**src/rtl/memory_controller.sv**
```systemverilog
`default_nettype none
// +----------------------------------------------------------------------+
// | memory_controller                                                    |
// | Owns the 8-bit RAM/IO port: sequences LSB loads/stores and IF word   |
// | fetches as little-endian byte transfers.                             |
// | Revision: 1.0                                                        |
// +----------------------------------------------------------------------+
module memory_controller #(
  parameter int XLEN  = 32,
  parameter int ROB_W = 3,
  parameter int OP_W  = 6
) (
  input  logic             clk,
  input  logic             rst,
  input  logic             rdy,
  input  logic             flush,
  input  logic             lsb_mem_enable,
  input  logic [OP_W-1:0]  lsb_mem_op,
  input  logic [XLEN-1:0]  lsb_mem_addr,
  input  logic [XLEN-1:0]  lsb_mem_data,
  input  logic [ROB_W-1:0] lsb_mem_id,
  input  logic             if_req,
  input  logic [XLEN-1:0]  if_addr,
  input  logic [7:0]       ram_din,
  output logic [7:0]       ram_dout,
  output logic [XLEN-1:0]  ram_a,
  output logic             ram_wr,
  output logic             mem_busy,
  output logic             mem_data_ready,
  output logic [XLEN-1:0]  mem_data,
  output logic [ROB_W-1:0] mem_id,
  output logic             store_done,
  output logic             if_data_ready,
  output logic [XLEN-1:0]  if_data
);

  localparam logic [OP_W-1:0] OP_LB  = OP_W'(1);
  localparam logic [OP_W-1:0] OP_LH  = OP_W'(2);
  localparam logic [OP_W-1:0] OP_LW  = OP_W'(3);
  localparam logic [OP_W-1:0] OP_LBU = OP_W'(4);
  localparam logic [OP_W-1:0] OP_LHU = OP_W'(5);
  localparam logic [OP_W-1:0] OP_SB  = OP_W'(6);
  localparam logic [OP_W-1:0] OP_SH  = OP_W'(7);
  localparam logic [OP_W-1:0] OP_SW  = OP_W'(8);

  typedef enum logic [1:0] {
    IDLE  = 2'd0,
    LOAD  = 2'd1,
    STORE = 2'd2,
    FETCH = 2'd3
  } state_t;

  state_t           r_state;
  logic [2:0]       r_cnt;
  logic [OP_W-1:0]  r_op;
  logic [XLEN-1:0]  r_base;
  logic [XLEN-1:0]  r_data;
  logic [XLEN-1:0]  r_buf;
  logic [ROB_W-1:0] r_id;
  logic             r_wr;
  logic             r_rdy_d;
  logic [7:0]       r_hold;

  logic [2:0]       w_len;
  logic [2:0]       w_next_idx;
  logic [XLEN-1:0]  w_next_addr;
  logic [1:0]       w_byte_sel;
  logic [7:0]       w_din;
  logic [XLEN-1:0]  w_word;
  logic [XLEN-1:0]  w_ext;
  logic             w_is_store;

  assign mem_busy = (r_state != IDLE) | lsb_mem_enable;
  assign ram_wr   = r_wr & rdy;

  assign w_is_store  = (lsb_mem_op == OP_SB) || (lsb_mem_op == OP_SH) || (lsb_mem_op == OP_SW);
  assign w_next_idx  = r_cnt + 3'd1;
  assign w_next_addr = r_base + {{(XLEN-3){1'b0}}, w_next_idx};
  assign w_byte_sel  = r_cnt[1:0] - 2'd1;
  // RAM keeps answering the held address while stalled, so the byte that
  // belongs to the last active cycle is parked in r_hold.
  assign w_din       = r_rdy_d ? ram_din : r_hold;

  always_comb begin
    w_len = 3'd4;
    if (r_state != FETCH) begin
      case (r_op)
        OP_LB, OP_LBU, OP_SB: w_len = 3'd1;
        OP_LH, OP_LHU, OP_SH: w_len = 3'd2;
        default:              w_len = 3'd4;
      endcase
    end
  end

  always_comb begin
    w_word = r_buf;
    w_word[{w_byte_sel, 3'b000} +: 8] = w_din;
  end

  always_comb begin
    case (r_op)
      OP_LB:   w_ext = {{(XLEN-8){w_word[7]}}, w_word[7:0]};
      OP_LH:   w_ext = {{(XLEN-16){w_word[15]}}, w_word[15:0]};
      OP_LBU:  w_ext = {{(XLEN-8){1'b0}}, w_word[7:0]};
      OP_LHU:  w_ext = {{(XLEN-16){1'b0}}, w_word[15:0]};
      OP_LW:   w_ext = w_word;
      default: w_ext = w_word;
    endcase
  end

  always_ff @(posedge clk) begin
    if (rst) begin
      r_state        <= IDLE;
      r_cnt          <= 3'd0;
      r_op           <= '0;
      r_base         <= '0;
      r_data         <= '0;
      r_buf          <= '0;
      r_id           <= '0;
      r_wr           <= 1'b0;
      r_rdy_d        <= 1'b0;
      r_hold         <= 8'd0;
      ram_a          <= '0;
      ram_dout       <= 8'd0;
      mem_data_ready <= 1'b0;
      mem_data       <= '0;
      mem_id         <= '0;
      store_done     <= 1'b0;
      if_data_ready  <= 1'b0;
      if_data        <= '0;
    end else begin
      r_rdy_d <= rdy;
      if (r_rdy_d) r_hold <= ram_din;
      if (rdy) begin
        mem_data_ready <= 1'b0;
        store_done     <= 1'b0;
        if_data_ready  <= 1'b0;
        case (r_state)
          IDLE: begin
            if (lsb_mem_enable && !flush) begin
              r_op   <= lsb_mem_op;
              r_base <= lsb_mem_addr;
              r_data <= lsb_mem_data;
              r_id   <= lsb_mem_id;
              r_cnt  <= 3'd0;
              r_buf  <= '0;
              ram_a  <= lsb_mem_addr;
              if (w_is_store) begin
                r_state  <= STORE;
                r_wr     <= 1'b1;
                ram_dout <= lsb_mem_data[7:0];
              end else begin
                r_state <= LOAD;
              end
            end else if (if_req && !flush) begin
              r_base  <= if_addr;
              r_cnt   <= 3'd0;
              r_buf   <= '0;
              ram_a   <= if_addr;
              r_state <= FETCH;
            end
          end
          STORE: begin
            // Stores are already committed, so a flush does not stop them.
            if (w_next_idx == w_len) begin
              r_wr       <= 1'b0;
              ram_a      <= '0;
              ram_dout   <= 8'd0;
              r_cnt      <= 3'd0;
              store_done <= 1'b1;
              r_state    <= IDLE;
            end else begin
              r_cnt    <= w_next_idx;
              ram_a    <= w_next_addr;
              ram_dout <= r_data[{w_next_idx[1:0], 3'b000} +: 8];
            end
          end
          default: begin
            if (flush) begin
              r_state <= IDLE;
              r_cnt   <= 3'd0;
              ram_a   <= '0;
            end else if (r_cnt == w_len) begin
              r_state <= IDLE;
              r_cnt   <= 3'd0;
              ram_a   <= '0;
              if (r_state == LOAD) begin
                mem_data_ready <= 1'b1;
                mem_data       <= w_ext;
                mem_id         <= r_id;
              end else begin
                if_data_ready <= 1'b1;
                if_data       <= w_word;
              end
            end else begin
              r_cnt <= w_next_idx;
              if (r_cnt != 3'd0) r_buf <= w_word;
              ram_a <= (w_next_idx < w_len) ? w_next_addr : '0;
            end
          end
        endcase
      end
    end
  end

endmodule
`default_nettype wire

```
**config.mk**
```make
export PLATFORM = sky130hd
export DESIGN_NAME = memory_controller
export DESIGN_NICKNAME = d
export VERILOG_FILES = /design/src/rtl/memory_controller.sv
export SDC_FILE = /design/constraint.sdc
export NUM_CORES = 1
export LEC_CHECK = 0
export BUFFER_PORTS_ARGS = -buffer_cell sky130_fd_sc_hd__buf_2
export CAP_MARGIN = 20
export CORE_MARGIN = 2
export CORE_UTILIZATION = 40
export DETAILED_ROUTE_END_ITERATION = 10
export PLACE_DENSITY_LB_ADDON = 0.2
export SLEW_MARGIN = 25
export SYNTH_ARGS = -nofsm -noshare
export SYNTH_HDL_FRONTEND = slang
export SYNTH_SLANG_ARGS = --single-unit
```
**constraint.sdc**
```tcl
create_clock -name clk -period 6.95 [get_ports clk]
set_input_delay 1.39 -clock clk [delete_from_list [all_inputs] [get_ports clk]]
set_output_delay 1.39 -clock clk [all_outputs]
set_load 0.02 [all_outputs]
```
# Word-level counts from Yosys, hierarchy flattened
# Index checks and enable logic that the tools add are counted.
[op_classes]
bitwise = 6
eq_ne = 20
addsub = 4
order_cmp = 1
shifts = 3
mux = 49
n_reduce_logical = 24
[op_table]
columns = ["op", "n"]
rows = [
  ["2-to-1 mux 32 bit", 11],
  ["case mux 32 bit (2 select lines)", 2],
  ["case mux 32 bit (4 select lines)", 1],
  ["== test 6 x 3 -> 1 bit, second input constant", 6],
  ["adder 32 x 3 -> 32 bit", 1],
  ["bitwise mux 32 bit", 1],
  ["2-to-1 mux 8 bit", 4],
  ["variable shift 8 x 7 -> 32 bit, first input constant", 1],
  ["indexed part select 32 x 6 -> 8 bit", 1],
  ["indexed part select 8 x 7 -> 32 bit", 1],
  ["2-to-1 mux 3 bit", 6],
  ["case mux 8 bit (2 select lines)", 1],
  ["AND reduction 5 bit", 3],
  ["2-to-1 mux 1 bit", 13],
  ["2-to-1 mux 2 bit", 6],
  ["case mux 3 bit (2 select lines)", 2],
  ["inequality test 2 bit, second input constant", 4],
  ["AND reduction 4 bit", 2],
  ["nonzero test 2 bit", 4],
  ["negator 5 -> 7 bit", 1],
  ["== test 3 bit", 2],
  ["== test 6 x 1 -> 1 bit, second input constant", 1],
  ["== test 6 x 2 -> 1 bit, second input constant", 1],
  ["== test 6 x 4 -> 1 bit, second input constant", 1],
  ["other kinds (23)", 31],
]
[word_totals]
elab_cells = 125
reg_bits = 230
output_inout_bits = 112

# Longest topological paths before layout
# Gate-level depths: netlist of run 1.
[depth]
ltp_word = 9
ltp_mapped = 13
ltp_nobuf = 9

# Worst setup path before layout of run 1
# OpenSTA, ideal clock, no wires.
[synth_path]
kind = "input -> output"
from = "input port rdy"
to = "output port ram_wr"
required_time_ns = 5.560
path_stages = 2
path_slack_ns = 3.689
t_arrival_ns = 1.871
path_buffers = 1
cell_sequence = "clkbuf_1 > and2_1"
[synth_via]
elab_chain_cells = 1
[synth_rtl]
columns = ["item", "line_no", "source"]
rows = [
  ["from (decl)", "15", "input logic rdy,"],
  ["AND 1 bit", "74", "assign ram_wr = r_wr & rdy;"],
  ["to (decl)", "27", "output logic ram_wr,"],
]
# No other way between the ends.

# Worst setup path after layout of run 1
[layout_path]
from = "register r_cnt[0]"
to = "register ram_a[30]"
[layout_via]
elab_chain_cells = 6
elab_cells_between_ends = 10
[layout_rtl]
columns = ["item", "line_no", "source"]
rows = [
  ["from (decl)", "54", "logic [2:0] r_cnt;"],
  ["from (signal assigned)", "173", "r_cnt <= w_next_idx;"],
  ["from (signal assigned)", "196", "r_cnt <= w_next_idx;"],
  ["adder 3 x 1 -> 3 bit", "77", "assign w_next_idx = r_cnt + 3'd1;"],
  ["adder 32 x 3 -> 32 bit / < comparator 3 bit (equally long branches)", "78, 198", ""],
  ["2-to-1 mux 32 bit", "198", "ram_a <= (w_next_idx < w_len) ? w_next_addr : '0;"],
  ["2-to-1 mux 32 bit", "183", "end else if (r_cnt == w_len) begin"],
  ["2-to-1 mux 32 bit", "179", "if (flush) begin"],
  ["case mux 32 bit (2 select lines) *", "138", "case (r_state)"],
  ["to (signal assigned)", "147", "ram_a <= lsb_mem_addr;"],
  ["to (signal assigned)", "174", "ram_a <= w_next_addr;"],
  ["to (signal assigned)", "198", ""],
  ["to (decl)", "26", "output logic [XLEN-1:0] ram_a,"],
]
# Every way passes the cells marked *; elsewhere a longest branch is shown, timed or not.
# A chain may end at the register's enable or synchronous reset.

==> metrics.csv, run 1 <==
stage;metric;value;unit
synthesis;Cells after Synth;1285;
critical_path;RR Startpoint;r_cnt[0]$_SDFFE_PP0P_;
placed_design;dpl hpwl;21700;um
finish;fraction of layout cells with a size suffix above 1;22.4;%
timing;fin crit period;3.99;ns
hold_path;Hold Path Depth;2;
clock_network;postcts setup bufs;0;
power;Pwr Density;247;nW/um^2
synthesis;compound-gate portion of the synthesized area;23.1;%
grt;All-Layer GR Usage;22.0;%
drt;DRC errors left;0;
placed_design;IO Port Bufs;230;
timing;worst clock skew;0.00727;ns
synthesis;Synth Flop Type;dfxtp_1;
finish;Finished Layout Cells;1836;
timing;final worst-path cycle share;57.4;%
synthesis;Synth Area in Simple Gates;17.6;%
power;Internal Pwr Total;2.42;mW
power;static leakage;5.24;nW
placed_design;placer congestion estimate;0.798;
critical_path;Critical R2R Capture;ram_a[30]$_SDFFE_PP0P_;
finish;multi-input logic area;5950;um^2
timing;final hold violations;0;
floorplanning;# rows;61;
critical_path;r2r worst-path depth;8;
drt;Via density;5.61;
status;outcome;complete, no violations;
floorplanning;DIE AREA;29400;um^2
timing;worst setup margin;2.96;ns
finish;Seq. cell area;4600;um^2
synthesis;largest family of logic cells by synthesized area;compound AO/OA/AOI/OAI gates;
timing;Slew Limit Fails;0;
grt;largest net degree at the start of global routing;93;
hold_path;worst min path class;register to register;
clock_network;H-Tree Depth;1;
hold_path;min-delay src;r_data[21]$_SDFFE_PP0P_;
clock_network;CTS tree;yes;
placed_design;pre-CTS setup slack;2.92;ns
finish;most common cell after layout, fill and taps aside;dfxtp_1;
grt;vias in the first global route;9450;
floorplanning;io pins;231;
clock_network;Worst-path clk slew;0.06;ns
finish;Fill cells;2728;
clock_network;Root Driver;clkbuf_16;
finish;# nets final;1570;
timing;Final setup viols;0;
placed_design;Post-Place Cells;1787;
grt;GRT overflow;0;
power;sw frac;26.9;%
power;Net Sw Power;0.889;mW
power;Seq pwr share;43.3;%
clock_network;Clock Latency Late Sink;0.52;ns
clock_network;Clock Sink Count;230;
drt;wirelength, routed;33100;um
critical_path;Setup CP Type;register to register;
synthesis;Seq/Total Area, Yosys;41.0;%
power;peak supply drop;0.000170;V
hold_path;Worst Hold Endpoint;r_data[21]$_SDFFE_PP0P_;
synthesis;area share of xor/xnor cells in the synthesized design;1.48;%
synthesis;Seq cells post-synth;230;
job;MaxCap Viol Count;0;
timing;slew margin rel.;37.0;%
timing;setup TNS;0;ns
floorplanning;die height;172;um
synthesis;Yosys cell types;70;
critical_path;crit path DAT;4.40;ns
synthesis;yosys warns;0;
floorplanning;Core Box Area;27700;um^2
synthesis;syn avg cell area;8.74;um^2
clock_network;# hold bufs at CTS;0;
synthesis;Mapped Area;11200;um^2
finish;commonest non-fill, non-tap cells in the layout;230 x dfxtp_1, 229 x buf_2, 135 x nand2_1, 101 x nor2_1, 81 x mux2i_1;
floorplanning;Starting Density;40.5;%
drt;drt first pass iters;9;
critical_path;register-to-register setup slack;2.96;ns
clock_network;clk buf depth;3;
timing;RSZ-0062 raised after global routing;no;
critical_path;Critical Path End Type;register;
synthesis;Syn Nets;1417;
drt;1st-iter DRT viols;848;
power;Clk network pwr share;43.0;%
drt;Routed Antenna Nets;0;
synthesis;Post-synth EDFFs;0;
timing;f_max;250;MHz
power;combinational share of power;13.7;%
synthesis;mux cell area share after synthesis;8.82;%
timing;Slew @ Worst Pin;0.945;ns
power;Tot Pwr;3.31;mW
synthesis;FFs w/ async S/R, synth;0;%
floorplanning;Die W;172;um
critical_path;worst-path fanout max;19;
clock_network;CTS resizes;0;
grt;initial antenna violation count;4;
grt;first-pass GRT wire length;52100;um
finish;area delta synth->final;19.3;%
drt;Routed WL per cell;18.0;um
synthesis;adder-cell share of the synthesized area;1.52;%
critical_path;Critical Path Source Type;register;
clock_network;Num CTS Buffers;26;
drt;vias;10300;
critical_path;Worst Path Required;7.36;ns
## kinds of logic after synthesis
family,after synthesis
AO/OA/AOI/OAI,351
flip-flops,230
XOR/XNOR,19
buffers and inverters,170
adder cells (fa/ha/maj),13
multiplexers,89
AND/OR/NAND/NOR,413
## power by group through the flow
stage | combinational [mW] | clock [mW] | sequential, mW
2_1_floorplan | 0.280 | 0 | 1.47
3_3_place_gp | 0.446 | 0 | 1.46
3_5_place_dp | 0.450 | 0 | 1.46
4_1_cts | 0.453 | 1.45 | 1.43
5_1_grt | 0.499 | 1.50 | 1.44
6_report | 0.453 | 1.42 | 1.43
## layer usage
layer  up-vias  GRT usage [%]  share of wire, %  routed length, um
met3        62           3.22               6.0               2000
met1      4848           31.4                47              15500
li1       5045              -                 -                  -
met2       341           33.8                44              14500
met4         4           7.18               3.3               1080
met5         -              0             0.054                 18
## critical path, cell delays in order, from the launching register on
cell	delay (ns)
dfxtp_1	0.86
inv_1	0.22
ha_1	0.91
fa_1	0.35
a21o_1	0.33
nand3_1	0.51
o31a_1	0.45
nor3_1	0.18
nor3_1	0.07
## synthesized netlist by cell type (9+ instances only)
library cell  instances  area, um^2
xor2_1               10        87.6
buf_1                15        56.3
a21oi_1              60         300
nand4_1              14        87.6
o31a_1               27         236
a211oi_1             66         495
nor4_1               35         219
o221ai_1             11        96.3
xnor2_1               9        78.8
nor2b_1              14        87.6
clkbuf_1             74         278
o21ai_0              47         235
buf_2                21         105
a22o_1               24         210
a222oi_1             16         160
mux2i_1              81         811
nand3_1              14        70.1
inv_1                45         169
o22ai_1              25         156
nor3_1               56         280
ha_1                 12         150
dfxtp_1             230        4600
nand2_1             135         507
nor2_1              101         379
## final cells by class
type | instances | share of cell area, %
antenna | 2 | 0.0373
clock buffer | 37 | 5.77
clock inverter | 9 | 0.896
inverter | 47 | 1.32
multi-input combinational | 885 | 44.4
sequential | 230 | 34.4
tap | 378 | 3.53
timing repair buffer | 248 | 9.67
## through the flow
stage                     hold WS, ns  cell area [um^2]  util, %
final                           0.452             13400     48.4
after global routing            0.472             13400     48.4
after CTS                       0.453             13400     48.3
after detailed placement        0.445             12500     45.1
after global placement          0.440             12500     45.0
after floorplan                 0.433             11200        -
## registers in the layout, summed over array words and instances (netlist names), 2 cells and up
register and count:
if_data 32, mem_data 32, mem_id 3, r_base 32
r_buf 32, r_cnt 3, r_data 32, r_hold 8
r_id 3, r_op 6, r_state 2, ram_a 32
ram_dout 8
## how the worst max path moves through the flow
stage                               start  depth (start not counted)                      to
floorplan                             rdy                          2                  ram_wr
global placement    r_cnt[0]$_SDFFE_PP0P_                          8  ram_a[20]$_SDFFE_PP0P_
detailed placement  r_cnt[0]$_SDFFE_PP0P_                          8  ram_a[30]$_SDFFE_PP0P_
CTS                 r_cnt[0]$_SDFFE_PP0P_                          8  ram_a[20]$_SDFFE_PP0P_
global route        r_cnt[0]$_SDFFE_PP0P_                          8  ram_a[30]$_SDFFE_PP0P_
finish              r_cnt[0]$_SDFFE_PP0P_                          8  ram_a[30]$_SDFFE_PP0P_
Power figures use the tool's default switching activity.
==> run 2: changes to the inputs <==
Clock period 6.95 ns to 3.7 ns, I/O delays scaled along.
==> run 2 against run 1 <==
Effect of this change: flip-flop and latch count is the same; register-to-register slack got worse by 2.5 ns; utilization increased by 0.37 points; design area increased by 0.76%; sequential power is 88% higher; non-clock buffer count grew 8; total power is 88% higher; critical path depth up 1; via count is 0.16% higher; critical endpoint is now r_buf[30]$_SDFFE_PP0P_; highest routed layer unchanged.
==> metrics.csv, run 2 (same netlist as run 1, synthesis figures left out) <==
stage;metric;value;unit;change
timing;worst setup margin;0.463;ns;-2.49 ns
power;Pwr Density;460;nW/um^2;+87%
drt;Via density;5.59;;-0.44%
critical_path;most used cell, CP;nor2_1;;
power;Clk network pwr share;43.0;%;about the same
finish;design area;13500;um^2;+0.76%
status;outcome;complete, no violations;;
timing;worst clock skew;0.0139;ns;+0.00667 ns
hold_path;Worst Hold Endpoint;r_rdy_d$_SDFF_PP0_;;
floorplanning;io pins;231;;unchanged
drt;Routed WL per cell;17.9;um;-0.64%
power;Seq pwr share;43.2;%;about the same
placed_design;dpl hpwl;22200;um;+2.4%
critical_path;RR Startpoint;r_op[0]$_SDFFE_PP0P_;;
floorplanning;Die W;172;um;unchanged
grt;first-pass GRT wire length;51000;um;-2.1%
critical_path;crit path DAT;3.66;ns;-0.74 ns
grt;largest net degree at the start of global routing;72;;-23%
timing;final worst-path cycle share;87.5;%;+30 points
finish;# nets final;1578;;+0.51%
critical_path;worst-path fanout max;24;;+5
clock_network;Clock Latency Late Sink;0.53;ns;about the same
critical_path;crit path cell chain;nor3b_1 > nor2_1 > nor2_1 > ha_1 > or3b_1 > a31oi_1 > nor4b_4 > and4_1 > a22o_1;;
critical_path;slowest CP cell;dfxtp_1;;
clock_network;# hold bufs at CTS;0;;unchanged
placed_design;pre-CTS setup slack;0.465;ns;-2.46 ns
power;Internal Pwr Total;4.51;mW;+87%
clock_network;Worst-path clk slew;0.06;ns;about the same
timing;setup TNS;0;ns;unchanged
clock_network;H-Tree Depth;1;;unchanged
floorplanning;die height;172;um;unchanged
floorplanning;DIE AREA;29400;um^2;unchanged
floorplanning;# rows;61;;unchanged
placed_design;placed inst area;12600;um^2;+0.78%
placed_design;Post-Place Cells;1796;;+0.50%
grt;initial antenna violation count;5;;+1
critical_path;Critical Path End Type;register;;
clock_network;CTS resizes;0;;unchanged
clock_network;Root Driver;clkbuf_16;;
job;MaxCap Viol Count;0;;unchanged
finish;Finished Layout Cells;1847;;+0.60%
timing;Slew Limit Fails;0;;unchanged
clock_network;Num CTS Buffers;26;;unchanged
finish;area delta synth->final;20.2;%;
critical_path;register-to-register setup slack;0.46;ns;-2.49 ns
drt;vias;10300;;+0.16%
placed_design;IO Port Bufs;230;;unchanged
hold_path;min-delay src;rst;;
grt;vias in the first global route;9295;;-1.6%
floorplanning;Core Box Area;27700;um^2;unchanged
drt;drt first pass iters;8;;-1
power;sw frac;27.4;%;+0.50 points
hold_path;worst min path class;primary input to register;;
timing;fin crit period;3.24;ns;-0.756 ns
critical_path;Setup CP Type;register to register;;
timing;Slew @ Worst Pin;0.951;ns;+0.00587 ns
floorplanning;Starting Density;40.5;%;unchanged
power;peak supply drop;0.000361;V;+110%
critical_path;r2r worst-path depth;9;;+1
power;Net Sw Power;1.70;mW;+91%
critical_path;max incr delay on CP;0.52;ns;-0.39 ns
power;combinational share of power;13.8;%;about the same
drt;wirelength, routed;33100;um;about the same
clock_network;clk buf depth;3;;unchanged
drt;Routed Antenna Nets;0;;unchanged
hold_path;Hold Path Depth;2;;unchanged
timing;slew margin rel.;36.6;%;-0.39 points
clock_network;Clock Sink Count;230;;unchanged
grt;All-Layer GR Usage;21.6;%;-0.39 points
critical_path;Critical R2R Capture;r_buf[30]$_SDFFE_PP0P_;;
grt;GRT overflow;0;;unchanged
critical_path;Worst Path Required;4.12;ns;-3.24 ns
finish;most common cell after layout, fill and taps aside;dfxtp_1;;
drt;DRC errors left;0;;unchanged
clock_network;CTS tree;yes;;
finish;fraction of layout cells with a size suffix above 1;23.1;%;+0.73 points
finish;commonest non-fill, non-tap cells in the layout;230 x dfxtp_1, 229 x buf_2, 135 x nand2_1, 101 x nor2_1, 81 x mux2i_1;;
critical_path;Critical Path Source Type;register;;
placed_design;placer congestion estimate;0.840;;+5.2%
drt;1st-iter DRT viols;719;;-15%
timing;final hold violations;0;;unchanged
timing;RSZ-0062 raised after global routing;no;;
clock_network;postcts setup bufs;0;;unchanged
timing;Final setup viols;0;;unchanged
power;static leakage;5.29;nW;+0.95%
timing;f_max;309;MHz;+23%
run 2: cell types whose count changed in the layout (fill, tap and decap cells not counted), moves of 2 or more:
cell	delta
buf_12	+3
buf_4	+7
buf_6	-2
bufinv_16	-2
clkbuf_1	-3
clkbuf_8	+5
clkinvlp_4	+2
run 2: worst max-delay path by stage:
stage	slack, ns	endpoint	cells after the start	startpoint
final	0.46	r_buf[30]$_SDFFE_PP0P_	9	r_op[0]$_SDFFE_PP0P_
after global routing	0.17	r_buf[30]$_SDFFE_PP0P_	9	r_op[0]$_SDFFE_PP0P_
after CTS	0.48	r_buf[30]$_SDFFE_PP0P_	9	r_op[0]$_SDFFE_PP0P_
after detailed placement	0.46	r_buf[30]$_SDFFE_PP0P_	9	r_op[0]$_SDFFE_PP0P_
after global placement	0.55	r_buf[30]$_SDFFE_PP0P_	9	r_op[0]$_SDFFE_PP0P_
after floorplan	0.73	ram_a[25]$_SDFFE_PP0P_	11	r_cnt[0]$_SDFFE_PP0P_
run 2: final cells by class:
cell class	count	area [um^2]
timing repair buffer	256	1390
clock inverter	9	78.8
multi-input combinational	885	5950
inverter	47	176
clock buffer	39	831
sequential	230	4600
tap	378	473
fill	2695	14200
antenna	3	7.51
run 2: critical path: cells and delay by family (launching register included):
| kind | cells | cell delay, ns |
|---|---|---|
| adders and majority gates | 1 | 0.29 |
| AOI/OAI and AO/OA | 2 | 0.69 |
| and+or+nand+nor | 6 | 1.63 |
| DFF | 1 | 0.52 |
run 2: per-stage QoR:
stage | hold slack (ns) | util, % | total power [mW]
2_1_floorplan | 0.433 | - | 3.29
3_3_place_gp | 0.441 | 45.4 | 3.58
3_5_place_dp | 0.447 | 45.4 | 3.60
4_1_cts | 0.417 | 48.7 | 6.27
5_1_grt | 0.418 | 48.7 | 6.47
6_report | 0.431 | 48.7 | 6.22
run 2: power by group through the flow:
stage | Clock, mW | Combinational [mW] | Sequential, mW
6_report | 2.67 | 0.857 | 2.69
5_1_grt | 2.83 | 0.939 | 2.70
4_1_cts | 2.73 | 0.859 | 2.69
3_5_place_dp | 0 | 0.857 | 2.74
3_3_place_gp | 0 | 0.846 | 2.74
2_1_floorplan | 0 | 0.527 | 2.76
run 2: metal layers:
layer	vias to the layer above	GRT usage, %	part of all wire [%]	wire length, um
met5	-	0	0.042	14
met4	4	6.52	3.0	977
met3	61	3.89	6.3	2070
met2	330	34.2	44	14700
met1	4858	29.9	46	15400
li1	5063	-	-	-
